[src/rtl/branch_issue_queue_if.sv]
// Dispatch / writeback / issue bundle of the branch issue queue.
// The queue takes the slave view; dispatch and the bench take the master view.
`ifndef SCOREBOARD_SIZE_WIDTH
`define SCOREBOARD_SIZE_WIDTH 5
`endif

interface branch_issue_queue_if #(
  parameter int DEPTH = 4,
  parameter int SID_W = `SCOREBOARD_SIZE_WIDTH
);
  logic                     enq_valid;
  logic                     enq_ready;
  logic [63:0]              enq_pc;
  logic [31:0]              enq_inst;
  logic [SID_W-1:0]         enq_sid;
  logic [3:0]               enq_func_code;
  logic                     enq_rs1_rdy;
  logic [SID_W-1:0]         enq_rs1_tag;
  logic [63:0]              enq_rs1_value;
  logic                     enq_rs2_rdy;
  logic [SID_W-1:0]         enq_rs2_tag;
  logic [63:0]              enq_rs2_value;
  logic                     wb_valid;
  logic [SID_W-1:0]         wb_tag;
  logic [63:0]              wb_value;
  logic                     issue_valid;
  logic [63:0]              issue_pc;
  logic [31:0]              issue_inst;
  logic [SID_W-1:0]         issue_sid;
  logic [3:0]               issue_func_code;
  logic [63:0]              issue_rs1_value;
  logic [63:0]              issue_rs2_value;
  logic [$clog2(DEPTH):0]   count;

  modport master (
    output enq_valid, enq_pc, enq_inst, enq_sid, enq_func_code,
           enq_rs1_rdy, enq_rs1_tag, enq_rs1_value,
           enq_rs2_rdy, enq_rs2_tag, enq_rs2_value,
           wb_valid, wb_tag, wb_value,
    input  enq_ready, issue_valid, issue_pc, issue_inst, issue_sid, issue_func_code,
           issue_rs1_value, issue_rs2_value, count
  );

  modport slave (
    input  enq_valid, enq_pc, enq_inst, enq_sid, enq_func_code,
           enq_rs1_rdy, enq_rs1_tag, enq_rs1_value,
           enq_rs2_rdy, enq_rs2_tag, enq_rs2_value,
           wb_valid, wb_tag, wb_value,
    output enq_ready, issue_valid, issue_pc, issue_inst, issue_sid, issue_func_code,
           issue_rs1_value, issue_rs2_value, count
  );
endinterface

[src/rtl/branch_issue_queue.sv]
// In-order branch issue queue: ring buffer of decoded branch ops that snoops the
// writeback bus for pending operands and issues the head once both are ready.
`ifndef SCOREBOARD_SIZE_WIDTH
`define SCOREBOARD_SIZE_WIDTH 5
`endif

module branch_issue_queue #(
  parameter int DEPTH = 4,
  parameter int SID_W = `SCOREBOARD_SIZE_WIDTH
) (
  input  logic                clk,
  input  logic                rst_n,
  input  logic                flush_i,
  branch_issue_queue_if.slave bq
);
  localparam int PW = $clog2(DEPTH);

  typedef struct packed {
    logic [63:0]      pc;
    logic [31:0]      inst;
    logic [SID_W-1:0] sid;
    logic [3:0]       fc;
    logic             rs1_rdy;
    logic [SID_W-1:0] rs1_tag;
    logic [63:0]      rs1_val;
    logic             rs2_rdy;
    logic [SID_W-1:0] rs2_tag;
    logic [63:0]      rs2_val;
  } entry_t;

  entry_t [DEPTH-1:0] ent_q;
  logic   [DEPTH-1:0] vld_q, vld_d;
  logic   [PW:0]      head_q, head_d, tail_q, tail_d;
  logic   [PW-1:0]    hidx, tidx;
  logic               full, enq_fire, iss_fire;
  entry_t             head_ent, enq_ent;

  always_comb begin
    hidx     = head_q[PW-1:0];
    tidx     = tail_q[PW-1:0];
    full     = (head_q[PW] != tail_q[PW]) && (hidx == tidx);
    head_ent = ent_q[hidx];
    enq_fire = bq.enq_valid & ~full & ~flush_i;
    iss_fire = vld_q[hidx] & head_ent.rs1_rdy & head_ent.rs2_rdy & ~flush_i;
  end

  // Incoming op picks up a same-cycle broadcast so it never misses its producer.
  always_comb begin
    enq_ent         = '0;
    enq_ent.pc      = bq.enq_pc;
    enq_ent.inst    = bq.enq_inst;
    enq_ent.sid     = bq.enq_sid;
    enq_ent.fc      = bq.enq_func_code;
    enq_ent.rs1_tag = bq.enq_rs1_tag;
    enq_ent.rs2_tag = bq.enq_rs2_tag;
    enq_ent.rs1_rdy = bq.enq_rs1_rdy | (bq.wb_valid & (bq.enq_rs1_tag == bq.wb_tag));
    enq_ent.rs2_rdy = bq.enq_rs2_rdy | (bq.wb_valid & (bq.enq_rs2_tag == bq.wb_tag));
    enq_ent.rs1_val = bq.enq_rs1_rdy ? bq.enq_rs1_value : bq.wb_value;
    enq_ent.rs2_val = bq.enq_rs2_rdy ? bq.enq_rs2_value : bq.wb_value;
  end

  always_comb begin
    vld_d  = vld_q;
    head_d = head_q;
    tail_d = tail_q;
    if (flush_i) begin
      vld_d  = '0;
      head_d = '0;
      tail_d = '0;
    end else begin
      if (enq_fire) begin
        vld_d[tidx] = 1'b1;
        tail_d      = tail_q + (PW+1)'(1);
      end
      if (iss_fire) begin
        vld_d[hidx] = 1'b0;
        head_d      = head_q + (PW+1)'(1);
      end
    end
  end

  always_ff @(posedge clk) begin
    if (!rst_n) begin
      vld_q  <= '0;
      head_q <= '0;
      tail_q <= '0;
    end else begin
      vld_q  <= vld_d;
      head_q <= head_d;
      tail_q <= tail_d;
    end
  end

  // Payload has no reset; vld_q alone decides whether a slot means anything.
  always_ff @(posedge clk) begin
    for (int i = 0; i < DEPTH; i++) begin
      if (enq_fire && tidx == PW'(i)) begin
        ent_q[i] <= enq_ent;
      end else if (vld_q[i] && bq.wb_valid) begin
        if (!ent_q[i].rs1_rdy && ent_q[i].rs1_tag == bq.wb_tag) begin
          ent_q[i].rs1_rdy <= 1'b1;
          ent_q[i].rs1_val <= bq.wb_value;
        end
        if (!ent_q[i].rs2_rdy && ent_q[i].rs2_tag == bq.wb_tag) begin
          ent_q[i].rs2_rdy <= 1'b1;
          ent_q[i].rs2_val <= bq.wb_value;
        end
      end
    end
  end

  assign bq.enq_ready       = ~full;
  assign bq.issue_valid     = iss_fire;
  assign bq.issue_pc        = head_ent.pc;
  assign bq.issue_inst      = head_ent.inst;
  assign bq.issue_sid       = head_ent.sid;
  assign bq.issue_func_code = head_ent.fc;
  assign bq.issue_rs1_value = head_ent.rs1_val;
  assign bq.issue_rs2_value = head_ent.rs2_val;
  assign bq.count           = tail_q - head_q;
endmodule

[src/flat_wrapper.sv]
// flat-port wrapper written by rule: the top's interface ports become plain ports
module branch_issue_queue_flat 
#(
  parameter int DEPTH = 4,
  parameter int SID_W = `SCOREBOARD_SIZE_WIDTH
)
  (clk, rst_n, flush_i, bq_enq_valid, bq_enq_pc, bq_enq_inst, bq_enq_sid, bq_enq_func_code, bq_enq_rs1_rdy, bq_enq_rs1_tag, bq_enq_rs1_value, bq_enq_rs2_rdy, bq_enq_rs2_tag, bq_enq_rs2_value, bq_wb_valid, bq_wb_tag, bq_wb_value, bq_enq_ready, bq_issue_valid, bq_issue_pc, bq_issue_inst, bq_issue_sid, bq_issue_func_code, bq_issue_rs1_value, bq_issue_rs2_value, bq_count);
  branch_issue_queue_if #(.DEPTH(DEPTH), .SID_W(SID_W)) bq_i ();
  input  logic clk;
  input  logic rst_n;
  input  logic flush_i;
  input wire logic [$bits(bq_i.enq_valid)-1:0] bq_enq_valid;
  input wire logic [$bits(bq_i.enq_pc)-1:0] bq_enq_pc;
  input wire logic [$bits(bq_i.enq_inst)-1:0] bq_enq_inst;
  input wire logic [$bits(bq_i.enq_sid)-1:0] bq_enq_sid;
  input wire logic [$bits(bq_i.enq_func_code)-1:0] bq_enq_func_code;
  input wire logic [$bits(bq_i.enq_rs1_rdy)-1:0] bq_enq_rs1_rdy;
  input wire logic [$bits(bq_i.enq_rs1_tag)-1:0] bq_enq_rs1_tag;
  input wire logic [$bits(bq_i.enq_rs1_value)-1:0] bq_enq_rs1_value;
  input wire logic [$bits(bq_i.enq_rs2_rdy)-1:0] bq_enq_rs2_rdy;
  input wire logic [$bits(bq_i.enq_rs2_tag)-1:0] bq_enq_rs2_tag;
  input wire logic [$bits(bq_i.enq_rs2_value)-1:0] bq_enq_rs2_value;
  input wire logic [$bits(bq_i.wb_valid)-1:0] bq_wb_valid;
  input wire logic [$bits(bq_i.wb_tag)-1:0] bq_wb_tag;
  input wire logic [$bits(bq_i.wb_value)-1:0] bq_wb_value;
  output wire logic [$bits(bq_i.enq_ready)-1:0] bq_enq_ready;
  output wire logic [$bits(bq_i.issue_valid)-1:0] bq_issue_valid;
  output wire logic [$bits(bq_i.issue_pc)-1:0] bq_issue_pc;
  output wire logic [$bits(bq_i.issue_inst)-1:0] bq_issue_inst;
  output wire logic [$bits(bq_i.issue_sid)-1:0] bq_issue_sid;
  output wire logic [$bits(bq_i.issue_func_code)-1:0] bq_issue_func_code;
  output wire logic [$bits(bq_i.issue_rs1_value)-1:0] bq_issue_rs1_value;
  output wire logic [$bits(bq_i.issue_rs2_value)-1:0] bq_issue_rs2_value;
  output wire logic [$bits(bq_i.count)-1:0] bq_count;
  assign bq_i.enq_valid = bq_enq_valid;
  assign bq_i.enq_pc = bq_enq_pc;
  assign bq_i.enq_inst = bq_enq_inst;
  assign bq_i.enq_sid = bq_enq_sid;
  assign bq_i.enq_func_code = bq_enq_func_code;
  assign bq_i.enq_rs1_rdy = bq_enq_rs1_rdy;
  assign bq_i.enq_rs1_tag = bq_enq_rs1_tag;
  assign bq_i.enq_rs1_value = bq_enq_rs1_value;
  assign bq_i.enq_rs2_rdy = bq_enq_rs2_rdy;
  assign bq_i.enq_rs2_tag = bq_enq_rs2_tag;
  assign bq_i.enq_rs2_value = bq_enq_rs2_value;
  assign bq_i.wb_valid = bq_wb_valid;
  assign bq_i.wb_tag = bq_wb_tag;
  assign bq_i.wb_value = bq_wb_value;
  assign bq_enq_ready = bq_i.enq_ready;
  assign bq_issue_valid = bq_i.issue_valid;
  assign bq_issue_pc = bq_i.issue_pc;
  assign bq_issue_inst = bq_i.issue_inst;
  assign bq_issue_sid = bq_i.issue_sid;
  assign bq_issue_func_code = bq_i.issue_func_code;
  assign bq_issue_rs1_value = bq_i.issue_rs1_value;
  assign bq_issue_rs2_value = bq_i.issue_rs2_value;
  assign bq_count = bq_i.count;
  branch_issue_queue #(.DEPTH(DEPTH), .SID_W(SID_W)) u_core (.clk(clk), .rst_n(rst_n), .flush_i(flush_i), .bq(bq_i));
endmodule
[config.mk]
export PLATFORM = sky130hd
export DESIGN_NAME = branch_issue_queue_flat
export DESIGN_NICKNAME = d
export VERILOG_FILES = /design/src/rtl/branch_issue_queue_if.sv /design/src/rtl/branch_issue_queue.sv /design/src/flat_wrapper.sv
export SDC_FILE = /design/constraint.sdc
export NUM_CORES = 1
export LEC_CHECK = 0
export ABC_AREA = 1
export CORE_MARGIN = 2
export CORE_UTILIZATION = 24
export CTS_CLUSTER_DIAMETER = 60
export DETAILED_ROUTE_END_ITERATION = 12
export PLACE_DENSITY = 0.44
export SLEW_MARGIN = 15
export SYNTH_ARGS = -nofsm -noshare
export SYNTH_HDL_FRONTEND = slang
export SYNTH_SLANG_ARGS = --single-unit
[constraint.sdc]
create_clock -name clk -period 7.6 [get_ports clk]
set_input_delay 0.76 -clock clk [delete_from_list [all_inputs] [get_ports clk]]
set_output_delay 0.76 -clock clk [all_outputs]
set_load 0.005 [all_outputs]
Word-level counts from Yosys, hierarchy flattened
Cells that the tools add are included.
{ "classes": {"magnitude_cmp": 4, "n_mux": 53, "eq_ne": 15, "add_sub_neg": 3, "n_reduce_logical": 49, "bitwise_logic": 15} }
{ "op_table": {"columns": ["op", "n"], "rows": [
  ["64-bit 2-to-1 mux", 18],
  ["65-bit 2-to-1 mux", 8],
  ["245-bit binary-select mux with 2-bit select", 1],
  ["245-bit 2-to-1 mux", 1],
  ["5-bit == test", 10],
  ["2-bit nonzero test", 12],
  ["1-bit logical AND", 19],
  ["1-bit 2-to-1 mux", 19],
  ["2-bit AND reduction", 8],
  ["4-bit 2-to-1 mux", 3],
  ["1-bit logical NOT", 8],
  ["1-bit AND", 7],
  ["3-bit by 1-bit adder with 3-bit output (second input constant)", 2],
  ["2-bit by 3-bit less-than comparator with 1-bit output (second input constant)", 2],
  ["4-bit AND", 1],
  ["1-bit demux with 2-bit select", 2],
  ["2-bit == test (second input constant)", 2],
  ["2-bit by 1-bit >= comparator with 1-bit output (second input constant)", 2],
  ["4-bit NOT", 1],
  ["4-bit OR", 1],
  ["1-bit NOT", 3],
  ["3-bit subtractor", 1],
  ["1-bit binary-select mux with 2-bit select", 1],
  ["2-bit by 1-bit == test with 1-bit output (second input constant)", 1],
  ["other kinds (5)", 6]
]} }
{ "totals": {"reg_bits": 990, "out_inout_bits": 238} }

Longest topological paths before layout
{ "depth": {"depth_word": 9, "mapped_depth": 13, "depth_no_buf": 9} }

Least setup slack after synthesis
No wires, ideal clock.
{ "synth_path": {"path_type": "register to register", "start": "register u_core.head_q[1]", "end": "register u_core.ent_q[314] (netlist name), data pin", "t_arrival_ps": 4396, "path_stages_with_launch": 13, "required_ps": 7209, "path_slack_ps": 2813, "path_buffers": 4, "cell_sequence": "dfxtp_1 -> buf_2 -> clkinv_1 -> clkbuf_1 -> buf_2 -> ha_1 -> nand2_1 -> inv_1 -> nand2_4 -> nand4_4 -> buf_8 -> inv_1 -> nand3_1"} }
{ "synth_between": {"elab_chain_len": 7} }
{ "synth_rtl": {"columns": ["element", "line", "text"], "rows": [
  ["start: declaration", "branch_issue_queue.sv:33", "logic [PW:0] head_q, head_d, tail_q, tail_d;"],
  ["start signal: assignment", "branch_issue_queue.sv:85", "head_q <= '0;"],
  ["start signal: assignment", "branch_issue_queue.sv:89", "head_q <= head_d;"],
  ["2-bit == test", "branch_issue_queue.sv:41", "full = (head_q[PW] != tail_q[PW]) && (hidx == tidx);"],
  ["1-bit logical AND", "branch_issue_queue.sv:41", null],
  ["1-bit NOT", null, null],
  ["net bq_enq_ready", "flat_wrapper.sv:26", "output wire logic [$bits(bq_i.enq_ready)-1:0] bq_enq_ready;"],
  ["1-bit AND (2 in a row)", "branch_issue_queue.sv:43", "enq_fire = bq.enq_valid & ~full & ~flush_i;"],
  ["1-bit logical AND", "branch_issue_queue.sv:97", "if (enq_fire && tidx == PW'(i)) begin"],
  ["65-bit 2-to-1 mux", "branch_issue_queue.sv:97", null],
  ["end signal: indexed assignment", "branch_issue_queue.sv:98", "ent_q[i] <= enq_ent;"],
  ["end: declaration", "branch_issue_queue.sv:31", "entry_t [DEPTH-1:0] ent_q;"]
]} }
The timed path passes the listed nets, and every way through them passes these cells.
A chain may end at the register's enable or synchronous reset.

Worst setup path in the final report
{ "layout_path": {"start": "register u_core.head_q[1]", "end": "output bq_issue_rs2_value[48]"} }
{ "layout_between": {"elab_chain_len": 2} }
{ "layout_rtl": {"columns": ["element", "line", "text"], "rows": [
  ["245-bit binary-select mux with 2-bit select", "branch_issue_queue.sv:42", "head_ent = ent_q[hidx];"],
  ["245-bit 2-to-1 mux (implied by the code)", "branch_issue_queue.sv:42", null],
  ["end: declaration", "flat_wrapper.sv:33", "output wire logic [$bits(bq_i.issue_rs2_value)-1:0] bq_issue_rs2_value;"]
]} }
No other way between the ends. The select of a mux whose other input is x is not followed.

==> impl_metrics.tcl <==
set metrics [dict create \
    finalWirelength_mm 154 \
    period_needed_ns 5.14 \
    p_comb_frac 0.071 \
    wl_met1_mm 60.4 \
    wl_met3_mm 5.98 \
    syn_avg_cell_area_um2 12.1 \
    critPathMaxFanout 62 \
    fin_tns_setup_ns 0 \
    fin_skew_ns 0.0397 \
    path_clk_slew_ns 0.06 \
    hold_violations 0 \
    grt_pass1_wl_mm 217 \
    fmax_mhz 195 \
    netlist_area_um2 42700 \
    postLayoutSetupSlackWorst_ns 2.46 \
    switching_share 0.233 \
    num-nets-final 4329 \
    synthSimpleGateAreaFrac 0.0765 \
    min_period_over_period 0.676 \
    finalMaxSlewViolations 0 \
    initial_core_util 0.242 \
    synth_fp_nets 3872 \
    path_class "reg2out" \
    cts_sinks 990 \
    grt_use_total 0.164 \
    gp_congestion 0.778 \
    die_area_um2 181000 \
    tightest_slew_ns 1.26 \
    post_cts_buffers 0 \
    ant_nets 0 \
    yosysUniqueCellTypes 29 \
    port_buffers 556 \
    cts_tree "built" \
    yosys_register_bits 990 \
    synth_mux_area_frac 0.0300 \
    whs_ns 0.542 \
    synth-edff-count 980 \
    multiInputGateArea_um2 11500 \
    drc 0 \
    clkPwrFrac 0.434 \
    grt_remaining_overflow 0 \
    drive_gt1_frac 0.0573 \
    dp_cells 6221 \
    cellLeakagePower_nw 18.2 \
    area_growth_pct 26.3 \
    boundaryPins 557 \
    hpwlAfterDp_mm 96.4 \
    fillers 18000 \
    die_width_um 426 \
    via_count 30300 \
    final-seq-area_um2 29600 \
    drt-pass1-iter-count 5 \
    clock_latency_ns 0.74 \
    post_cts_resized 0 \
    drtIter0Drc 2528 \
    cp_common_cell "buf_4" \
    antenna_found_initial 39 \
    yosys.area.top_type "edfxtp_1" \
    setup_viol 0 \
    hp-class "reg2reg" \
    critical_path_buf_inv_count 4 \
    synth_compound_area_frac 0.156 \
    path_cells "buf_4 -> buf_4 -> buf_4 -> o21ai_0 -> o22ai_1 -> clkdlybuf4s50_1" \
    ys_seq_area_frac 0.693 \
    async_flop_share 0 \
    netlist_instances 3542 \
    switchingPower_w 0.00290 \
    status "completed" \
    drv_cap 0 \
    clockRootBuffer "clkbuf_16" \
    clock_path_buffers 3 \
    slew_headroom 0.160 \
    cp_slowest_cell "buf_4" \
    synthXorXnorAreaFrac 0.00264 \
    synth_top_area_share 0.689 \
    p_seq_frac 0.495 \
    h-tree-depth 3 \
    cp_top_family "buffers and inverters" \
    synth_fa_ha_area_frac 0.00340 \
    fp.coreArea_um2 176000 \
    finalNonFillerCells 6461 \
    internal_power_w 0.00954 \
    wl_per_cell_um 23.8 \
    ys.flop_type "edfxtp_1" \
    ctsHoldBuffers 0 \
    cp.required_ns 6.84 \
    crit_path_max_incr_delay_ns 0.66 \
    grt_pass1_vias 30400 \
    cts_made_buffers 116 \
    rsz0062_at_grt "false" \
    grt_max_degree 164 \
    row_count 154 \
    synth.area.top_cells "edfxtp_1 (69%), o21ai_0 (12%), nor2_1 (4.3%), o22ai_1 (3.5%), mux2i_1 (3.0%)" \
    peakVddDrop_mv 0.191 \
    start_kind "flip-flop" \
    end_kind "output port" \
    routed-wl-met2_mm 81.9 \
    arrival_ns 4.38 \
    die_h_um 426 \
    dp_worst_setup_slack_ns 3.03 \
    powerDensity_nw_per_um2 231 \
    post-route-util 0.306 \
    synth_top_family_by_area "compound AO/OA/AOI/OAI gates" \
    yosysWarningCount 0 \
    vias_per_cell 4.69 \
    highest_layer "met5" \
]
==> path summary, 6_finish.rpt <==
| path | startpoint | slack [ns] | end | depth (start not counted) |
|---|---|---|---|---|
| setup / recovery | u_core.head_q[1]$_SDFFE_PP0P_ | 2.46 | bq_issue_rs2_value[48] | 6 |
| hold / removal | u_core.tail_q[2]$_SDFFE_PP0N_ | 0.54 | u_core.tail_q[2]$_SDFFE_PP0N_ | 2 |
| setup reg to reg | u_core.head_q[0]$_SDFFE_PP0P_ | 3.38 | u_core.ent_q[91]$_DFFE_PP_ | 7 |
| hold reg to reg | u_core.tail_q[2]$_SDFFE_PP0N_ | 0.54 | u_core.tail_q[2]$_SDFFE_PP0N_ | 2 |
==> cell type report <==
type,count,area share
sequential,990,0.549
multi-input combinational,2253,0.214
timing repair buffer,598,0.110
clock buffer,140,0.0563
tap,2340,0.0543
clock inverter,78,0.0119
inverter,40,0.00343
antenna,22,0.00102
==> synth_stat cells (all sizes together), types with 11 or more instances <==
| master | number |
|---|---|
| edfxtp | 980 |
| mux2i | 128 |
| clkbuf | 153 |
| inv | 35 |
| buf | 106 |
| a211oi | 11 |
| nor2 | 493 |
| nand3 | 22 |
| nand2 | 305 |
| xor2 | 12 |
| o22ai | 241 |
| o21ai | 1002 |
==> state kept, by name, summed over array words and instances, names as in the netlist <==
| signal | flops |
|---|---|
| u_core.ent_q | 980 |
| u_core.head_q | 3 |
| u_core.tail_q | 3 |
| u_core.vld_q | 4 |
==> per-stage QoR <==
| stage | cell area [µm²] | total power (W) |
|---|---|---|
| finish | 53900 | 0.0124 |
| global route | 53900 | 0.0129 |
| CTS | 53900 | 0.0126 |
| detailed placement | 50200 | 0.00717 |
| global placement | 50200 | 0.00717 |
| floorplan | 42700 | 0.00663 |
==> cells by family (layout without fill, tap and decap cells) <==
kind of cell	after synthesis	in the layout
flip-flops	990	990
other	0	22
buffers and inverters	299	856
AND/OR/NAND/NOR	837	837
XOR/XNOR	12	12
AO/OA/AOI/OAI	1265	1265
adder cells (fa/ha/maj)	11	11
multiplexers	128	128
==> power by group through the flow <==
stage / registers (W) / logic, W / clock network [W]
after CTS: 0.00616 / 0.000901 / 0.00554
after floorplan: 0.00628 / 0.000350 / 0
after detailed placement: 0.00628 / 0.000896 / 0
final: 0.00616 / 0.000881 / 0.00539
after global routing: 0.00617 / 0.000961 / 0.00574
after global placement: 0.00628 / 0.000895 / 0
==> worst register-to-register path, stage by stage (launching register included) <==
cell and delay (ns):
dfxtp_4 0.88, ha_1 0.39, nand2_1 0.07, inv_1 0.06, nand2_4 0.15, nand4_4 0.54, nand2_4 0.88, buf_4 0.80
==> metal layers <==
metal	track usage	vias to the layer above
met3	0.0214	219
li1	-	14200
met1	0.191	15100
met4	0.0718	6
met2	0.300	774
met5	0	-
==> cell usage in the layout, fill, tap and decap left out, drive strengths merged, types with 8 or more instances in the layout <==
cell,instances
dfxtp,10
mux2i,128
o21ai,1002
edfxtp,980
nor3,9
clkinv,65
diode,22
nand3,22
nand2,305
inv,42
ha,10
o22ai,241
buf,44
clkdlybuf4s50,554
xor2,12
a211oi,11
nor2,493
clkbuf,140
nand4,8
Note: power is estimated with default switching activity, not from simulation.
